$ cat config.mk
export PLATFORM = sky130hd
export DESIGN_NAME = load_store_unit
export DESIGN_NICKNAME = d
export VERILOG_FILES = /design/src/rtl/load_store_unit.sv
export SDC_FILE = /design/constraint.sdc
export NUM_CORES = 1
export LEC_CHECK = 0
export BUFFER_PORTS_ARGS = -buffer_cell sky130_fd_sc_hd__buf_2
export CELL_PAD_IN_SITES_DETAIL_PLACEMENT = 1
export CELL_PAD_IN_SITES_GLOBAL_PLACEMENT = 2
export CORE_MARGIN = 2
export CORE_UTILIZATION = 25
export CTS_BUF_LIST = sky130_fd_sc_hd__clkbuf_16
export DETAILED_ROUTE_END_ITERATION = 16
export PLACE_DENSITY_LB_ADDON = 0.1
export SYNTH_ARGS = -nofsm -noshare
export SYNTH_HDL_FRONTEND = slang
export SYNTH_SLANG_ARGS = --single-unit
export TNS_END_PERCENT = 5
$ cat constraint.sdc
create_clock -name clk -period 1.8 [get_ports clk]
set_input_delay 0.09 -clock clk [delete_from_list [all_inputs] [get_ports clk]]
set_output_delay 0.09 -clock clk [all_outputs]
set_load 0.01 [all_outputs]
$ cat src/rtl/load_store_unit.sv
// rtl/load_store_unit.sv - ready-handshaked load/store unit with lane alignment, extension and bus timeout
module load_store_unit #(
    parameter int XLEN    = 32,
    parameter int TIMEOUT = 255
) (
    input  logic              clk,
    input  logic              reset_n,
    input  logic              req_valid,
    input  logic              req_is_store,
    input  logic [2:0]        req_funct3,
    input  logic [XLEN-1:0]   req_addr,
    input  logic [XLEN-1:0]   req_wdata,
    output logic              stall,
    output logic              resp_valid,
    output logic [XLEN-1:0]   resp_rdata,
    output logic [1:0]        resp_err,
    output logic [XLEN-1:0]   bus_addr,
    output logic [XLEN-1:0]   bus_wdata,
    output logic [XLEN/8-1:0] bus_wstrb,
    output logic              bus_we,
    output logic              bus_re,
    input  logic [XLEN-1:0]   bus_rdata,
    input  logic              bus_ready
);
    localparam int NB   = XLEN / 8;
    localparam int OFFW = $clog2(NB);
    localparam int CW   = $clog2(TIMEOUT + 1);

    typedef enum logic [1:0] {IDLE, BUS, RESP} state_t;
    state_t state, next_state;

    logic [2:0]      funct3_q;
    logic            is_store_q;
    logic [OFFW-1:0] off_q;
    logic [CW-1:0]   tcnt;

    logic [OFFW-1:0] req_off;
    logic [2:0]      off3;
    logic            illegal, misaligned, timeout_hit;
    logic [NB-1:0]   size_mask;
    logic [XLEN-1:0] lane_rdata, ext_rdata;

    assign req_off = req_addr[OFFW-1:0];
    assign off3    = 3'(req_off);

    // Doubleword and WU only exist on 64-bit cores; unsigned sizes are load-only.
    assign illegal = (req_funct3 == 3'b111)
                  || ((XLEN == 32) && (req_funct3 == 3'b011 || req_funct3 == 3'b110))
                  || (req_is_store && req_funct3[2]);

    always_comb begin
        misaligned = 1'b0;
        size_mask  = NB'(8'h01);
        case (req_funct3[1:0])
            2'b01: begin misaligned = off3[0];       size_mask = NB'(8'h03); end
            2'b10: begin misaligned = |off3[1:0];    size_mask = NB'(8'h0F); end
            2'b11: begin misaligned = |off3;         size_mask = NB'(8'hFF); end
            default: ;
        endcase
    end

    // Bus_ready on the limit cycle takes priority over the abort.
    assign timeout_hit = (state == BUS) && !bus_ready && (tcnt == CW'(TIMEOUT - 1));

    assign lane_rdata = bus_rdata >> {off_q, 3'b000};

    always_comb begin
        ext_rdata = lane_rdata;
        case (funct3_q)
            3'b000:  ext_rdata = XLEN'($signed(lane_rdata[7:0]));
            3'b001:  ext_rdata = XLEN'($signed(lane_rdata[15:0]));
            3'b010:  ext_rdata = XLEN'($signed(lane_rdata[31:0]));
            3'b100:  ext_rdata = XLEN'(lane_rdata[7:0]);
            3'b101:  ext_rdata = XLEN'(lane_rdata[15:0]);
            3'b110:  ext_rdata = XLEN'(lane_rdata[31:0]);
            default: ext_rdata = lane_rdata;
        endcase
    end

    always_ff @(posedge clk) begin
        if (!reset_n) state <= IDLE;
        else          state <= next_state;
    end

    always_comb begin
        next_state = state;
        case (state)
            IDLE:    if (req_valid) next_state = (illegal || misaligned) ? RESP : BUS;
            BUS:     if (bus_ready || timeout_hit) next_state = RESP;
            default: next_state = IDLE;
        endcase
    end

    always_comb begin
        stall = ((state == IDLE) && req_valid) || (state == BUS);
    end

    always_ff @(posedge clk) begin
        if (!reset_n) begin
            funct3_q   <= 3'b000;
            is_store_q <= 1'b0;
            off_q      <= '0;
            tcnt       <= '0;
            bus_addr   <= '0;
            bus_wdata  <= '0;
            bus_wstrb  <= '0;
            bus_we     <= 1'b0;
            bus_re     <= 1'b0;
            resp_valid <= 1'b0;
            resp_rdata <= '0;
            resp_err   <= 2'b00;
        end else begin
            resp_valid <= 1'b0;
            case (state)
                IDLE: if (req_valid) begin
                    funct3_q   <= req_funct3;
                    is_store_q <= req_is_store;
                    off_q      <= req_off;
                    tcnt       <= '0;
                    if (illegal || misaligned) begin
                        resp_valid <= 1'b1;
                        resp_rdata <= '0;
                        resp_err   <= illegal ? 2'b11 : 2'b01;
                    end else begin
                        bus_addr  <= {req_addr[XLEN-1:OFFW], OFFW'(0)};
                        bus_wdata <= req_wdata << {req_off, 3'b000};
                        bus_wstrb <= req_is_store ? (size_mask << req_off) : '0;
                        bus_we    <= req_is_store;
                        bus_re    <= !req_is_store;
                    end
                end
                BUS: begin
                    if (bus_ready || timeout_hit) begin
                        bus_we     <= 1'b0;
                        bus_re     <= 1'b0;
                        resp_valid <= 1'b1;
                        resp_err   <= bus_ready ? 2'b00 : 2'b10;
                        resp_rdata <= (bus_ready && !is_store_q) ? ext_rdata : '0;
                    end
                    if (!bus_ready) tcnt <= tcnt + 1'b1;
                end
                default: ;
            endcase
        end
    end
endmodule
==> run summary, run 1 <==
Synth Warn # - 0
CP max FO - 19
vias in the first global route - 5855
Nets - 986
grt total ovfl - 0
Seq cells post-synth - 119
total clock buffers created by CTS - 17
Worst Hold Class - input port to register
maximum root-to-sink buffer count - 2
Worst-Skew Late Latency - 0.41 ns
Worst setup EP type - register
Max Used Layer - met4
footprint of the multi-input gates - 2730 sq um
max_slew headroom - 53.2%
drt first pass iters - 4
f_max - 571 MHz
CTS tree - done
clock sinks - 119
Worst-Margin Slew - 0.699 ns
post-synth top area share - 44.4%
async set or reset register ratio after synthesis - 0%
Main synth FF type - dfxtp_1
Area growth, synth to finish - 51.1%
critical path launch point type - input port
Finished Cell Area - 8120 sq um
Post-DP HPWL - 14200 um
die outline height - 151 um
met3 routed WL - 1320 um
met1 wire length - 8430 um
Distinct cells, synth - 56
Post-Route Setup TNS - 0 ns
Root Driver - clkbuf_16
die width - 151 um
Global Route Usage Sum - 17.3%
met2 wire len - 10200 um
drt via density - 4.68
pin count of the biggest net entering global routing - 74
antenna-violating nets left - 0
core box area - 21100 sq um
sequential element share of the synthesized area - 44.4%
Layout fillers - 2492
DR vias - 5467
initial antenna violation count - 0
# IOs - 210
number of port buffers - 207
EDFF count, synth - 0
ANT cells - 0
Max rail drop VDD - 476 uV
Avg Synthesized Cell Area - 8.78 sq um
final core occ - 38.5%
1st-iter DRT viols - 174
status - finished, final reports clean
DRC - 0
Initial Util - 25.5%
routed wire length - 20100 um
drt wl/cell - 17.2 um
Clock Skew - 0.00805 ns
placement row count - 53
Synth Cell Area - 5370 sq um
CP Data Required Time - 2.12 ns
static leakage - 3.45 nW
# setup viols final - 0
post-synth top area cell - dfxtp_1
first-pass GRT wire length - 30600 um
number of max-cap violations - 0
dpl cell area - 6730 sq um
top post-synthesis cells by area - dfxtp_1, nand2_1, a21oi_1
Slew Viols, Final - 0
share of layout cells above drive strength 1 - 35.3%
Hold Vio Cnt, Final - 0
Crit Path Class - input port to register
RSZ-0062 raised after global routing - yes
# H-tree levels - 4
Reg clk slew, reported paths - 0.06 ns
period utilization - 97.3%
Pwr per Cell Area - 899 nW/um^2
gpl congestion - 0.815
Cells after Synth - 612
Crit path arrival time - 2.08 ns
register area - 2380 sq um
die area - 22700 sq um
r2r setup slk - 0.05 ns
Final Critical Period - 1.75 ns
## power by group
| group | internal, W | total, W | leakage (nW) | switching, W |
|---|---|---|---|---|
| sequential | 0.00273 | 0.00279 | 0.966 | 0.0000591 |
| clock | 0.00204 | 0.00336 | 0.259 | 0.00132 |
| combinational | 0.000540 | 0.00115 | 2.22 | 0.000609 |
## per-stage QoR
step | setup slack [ns] | total power, W | hold WS, ns | std cells
CTS | 0.0284 | 0.00733 | 0.00238 | 1155
finish | 0.0484 | 0.00730 | 0.0201 | 1168
global placement | 0.0970 | 0.00381 | 0.333 | 1069
detailed placement | 0.0439 | 0.00383 | 0.338 | 1069
global route | -0.0477 | 0.00764 | 0.00750 | 1168
floorplan | 0.110 | 0.00340 | 0.226 | 613
## Yosys cell counts, types with 4 or more instances
cell type and count:
or3_1 4, mux2i_1 33, o21ai_0 16, buf_2 8
buf_6 9, a221o_1 9, nor3_1 11, nand2b_1 5
a21oi_1 75, o2bb2ai_1 23, xnor2_1 6, a211oi_1 9
dfxtp_1 119, clkbuf_1 25, o211ai_1 8, nand3_1 11
mux2_2 16, nor2_1 41, buf_4 7, inv_1 5
a22o_1 9, a2111oi_0 4, nand2_1 118
## worst max-delay path: stages
cell and delay [ns]:
dlygate4sd3_1 0.53, buf_2 0.16, or4_4 0.46, a21oi_4 0.27, buf_12 0.14, clkbuf_16 0.17
nor2_1 0.06, nor3_1 0.18
## sequential cells by signal, indices dropped and copies added (netlist names)
register and count:
resp_rdata 32, bus_wstrb 4, bus_addr 30, off_q 2
tcnt 8, funct3_q 3, bus_wdata 32, bus_re 1
resp_err 2, state 2, resp_valid 1, is_store_q 1
bus_we 1
## what timing repair did
item,CTS,global route
resized for setup,0,16
buffers inserted,0,9
hold buffers,54,0
setup endpoints to repair,0,50
endpoints found under the hold margin,54,0
## final cells by class
cell class,instances,area share [%]
Multi-Input combinational cell,438,33.7
Sequential cell,119,29.4
Timing Repair Buffer,298,25.3
Clock buffer,17,5.24
Tap cell,275,4.24
Clock inverter,15,1.91
Inverter,6,0.277
## per-layer routing
metal  vias up  track usage [%]
met5         -                0
met4         0             4.91
met2       131             30.4
met1      2618             19.7
li1       2706                -
met3        12             6.52
## cell usage in the layout, fill, tap and decap left out, drive strengths merged, types with 2 or more instances in the layout
master	count
a2111oi	4
o21ai	18
a221o	9
and2	2
nor3b	2
conb	2
nor3	12
a21oi	76
dfxtp	119
a31o	2
nor2b	2
a21o	2
a22o	9
inv	8
clkbuf	21
o211ai	8
o2bb2ai	23
xnor2	6
mux2i	33
nor2	41
clkinvlp	7
ha	2
a211oi	9
nand3	11
clkinv	4
nand2b	5
mux2	16
bufinv	2
buf	240
a31oi	2
nand2	118
or3	4
dlygate4sd3	53
and3	2
nand4	2
## logic make-up after synthesis
logic type                 Yosys count  share of synthesized area [%]
muxes                               50                           9.92
other                                1                         0.0698
adders and majority gates            2                          0.466
and+or+nand+nor                    207                           16.7
DFF                                119                           44.4
xor gates and xnor gates             7                           1.14
AOI/OAI and AO/OA                  170                           21.5
buffers and inverters               56                           5.85
## worst paths after layout
kind	from	end	cells past startpoint
worst min register to register	bus_addr[30]	bus_addr[30]	2
worst max-delay path	req_funct3[2]	bus_wdata[16]	8
worst min-delay path	req_funct3[1]	funct3_q[1]	3
worst max register to register	tcnt[0]	resp_rdata[24]	8
Note: power is estimated with default switching activity, not from simulation.
==> inputs of run 2 (changes only) <==
--- a/config.mk
+++ b/config.mk
@@ -9,10 +9,11 @@
 export CELL_PAD_IN_SITES_DETAIL_PLACEMENT = 1
 export CELL_PAD_IN_SITES_GLOBAL_PLACEMENT = 2
 export CORE_MARGIN = 2
-export CORE_UTILIZATION = 25
+export CORE_UTILIZATION = 27
 export CTS_BUF_LIST = sky130_fd_sc_hd__clkbuf_16
 export DETAILED_ROUTE_END_ITERATION = 16
-export PLACE_DENSITY_LB_ADDON = 0.1
+export PLACE_DENSITY = 0.83
+export SLEW_MARGIN = 10
 export SYNTH_ARGS = -nofsm -noshare
 export SYNTH_HDL_FRONTEND = slang
 export SYNTH_SLANG_ARGS = --single-unit
==> constraint.sdc (replaced) <==
create_clock -name clk -period 1.7 [get_ports clk]
set_input_delay 0.085 -clock clk [delete_from_list [all_inputs] [get_ports clk]]
set_output_delay 0.085 -clock clk [all_outputs]
set_load 0.01 [all_outputs]
==> run 2 against run 1 <==
  * Highest routed layer unchanged
  * Routed wire length shrank 8.1%
  * Power grew 0.91%
  * Clock-buffer cell count is the same
  * Cell area fell by 1.8%
  * Cell count fell by 0.60%
==> run summary, run 2 (synthesis gave the netlist of run 1 again) <==
status - finished, final reports clean
Pwr per Cell Area - 924 nW/um^2 (+2.8%)
share of layout cells above drive strength 1 - 34.0% (-1.2 points)
Post-Route Setup TNS - 0 ns (unchanged)
period utilization - 99.7%
die outline height - 145 um (-3.7%)
Hold Vio Cnt, Final - 0 (unchanged)
Worst-Skew Late Latency - 0.41 ns (about the same)
post-route setup slack - 0.00475 ns (-0.0436 ns)
CP Data Required Time - 2.05 ns (-0.07 ns)
Max rail drop VDD - 652 uV (+37%)
Clock Skew - 0.00833 ns (+0.000278 ns)
1st-iter DRT viols - 199 (+14%)
DR vias - 5472 (+0.091%)
Area growth, synth to finish - 48.3%
drt wl/cell - 15.9 um (-7.5%)
static leakage - 3.43 nW (-0.52%)
DRC - 0 (unchanged)
commonest cells after routing, fill and taps aside - buf_2, nand2_1, dfxtp_1
grt total ovfl - 0 (unchanged)
Slew Viols, Final - 0 (unchanged)
drt via density - 4.71 (+0.69%)
placement row count - 51 (-3.8%)
number of max-cap violations - 0 (unchanged)
ANT cells - 0 (unchanged)
# IOs - 210 (unchanged)
Post-DP HPWL - 13000 um (-8.2%)
die area - 21000 sq um (-7.2%)
f_max - 590 MHz
Initial Util - 27.6% (+2.1 points)
Global Route Usage Sum - 17.6% (+0.26 points)
Nets - 989 (+0.30%)
first-pass GRT wire length - 30100 um (-1.8%)
maximum root-to-sink buffer count - 2 (unchanged)
initial antenna violation count - 0 (unchanged)
Finished Cell Area - 7970 sq um (-1.8%)
CTS tree - done
Largest regs - bus_wdata x32, resp_rdata x32, bus_addr x30
Reg clk slew, reported paths - 0.06 ns (about the same)
pin count of the biggest net entering global routing - 73 (-1.4%)
Root Driver - clkbuf_16
core box area - 19500 sq um (-7.7%)
gpl congestion - 0.763 (-6.4%)
number of port buffers - 207 (unchanged)
Crit path arrival time - 2.05 ns (-0.03 ns)
worst hold slack - 0.0444 ns (+0.0243 ns)
routed wire length - 18500 um (-8.1%)
RSZ-0062 raised after global routing - yes
overall power - 0.00736 W (+0.91%)
drt first pass iters - 4 (unchanged)
vias in the first global route - 5948 (+1.6%)
CP max FO - 32 (+13)
Final Critical Period - 1.70 ns
max_slew headroom - 42.5% (-11 points)
Worst Hold Class - input port to register
pre-CTS WS - -0.0411 ns (-0.0851 ns)
clock sinks - 119 (unchanged)
Worst setup EP type - register
critical path launch point type - input port
dpl cell area - 6840 sq um (+1.5%)
antenna-violating nets left - 0 (unchanged)
# setup viols final - 0 (unchanged)
commonest non-fill, non-tap cell in the layout - buf_2
die width - 145 um (-3.7%)
total clock buffers created by CTS - 17 (unchanged)
Crit Path Class - input port to register
Worst-Margin Slew - 0.859 ns (+0.160 ns)
# H-tree levels - 4 (unchanged)
Layout fillers - 2344 (-5.9%)
==> run 2: final cells by class <==
class	count	area, sq um	area share [%]
Clock buffer	17	425	5.34
Multi-Input combinational cell	438	2720	34.1
Timing Repair Buffer	301	1990	24.9
Clock inverter	15	98.8	1.24
Inverter	6	22.5	0.283
Tap cell	265	332	4.16
Sequential cell	119	2380	29.9
==> run 2: critical path: stages <==
cell           delay (ns)
dlygate4sd3_1        0.53
buf_2                0.18
a221o_1              0.39
a21o_1               0.25
a31oi_4              0.21
buf_12               0.21
a221o_1              0.17
==> run 2: final timing paths <==
kind                  from             end  slack (ns)  cells past startpoint
max           req_is_store  resp_rdata[26]       0.005                      7
min          bus_rdata[21]  resp_rdata[13]        0.04                      4
max reg2reg        tcnt[1]  resp_rdata[26]        0.03                      6
min reg2reg    bus_addr[5]     bus_addr[5]        0.45                      2
==> run 2: layer usage <==
layer / GRT usage, % / routed length, um
met5: 0 / 0
met4: 5.05 / 219
met3: 6.19 / 1200
met2: 31.6 / 9340
met1: 19.6 / 7740
==> run 2: timing repair <==
item                       CTS  global route
buffers inserted             0             0
setup endpoints to repair    9            59
pin swaps                    0             1
resized for setup            3             6
hold buffers                58             0
hold endpoints to repair    63             0
==> run 2: where the power goes <==
group	total [W]	switching (W)	leakage, nW	internal (W)
logic	0.00116	0.000613	2.20	0.000544
clock network	0.00325	0.00129	0.266	0.00196
registers	0.00296	0.0000634	0.966	0.00289
total	0.00736	0.00197	3.43	0.00539
==> run 2: through the flow <==
stage	util [%]	std cells
CTS	40.9	1161
global placement	35.1	1071
finish	40.9	1161
floorplan	-	613
global route	40.9	1161
detailed placement	35.1	1071
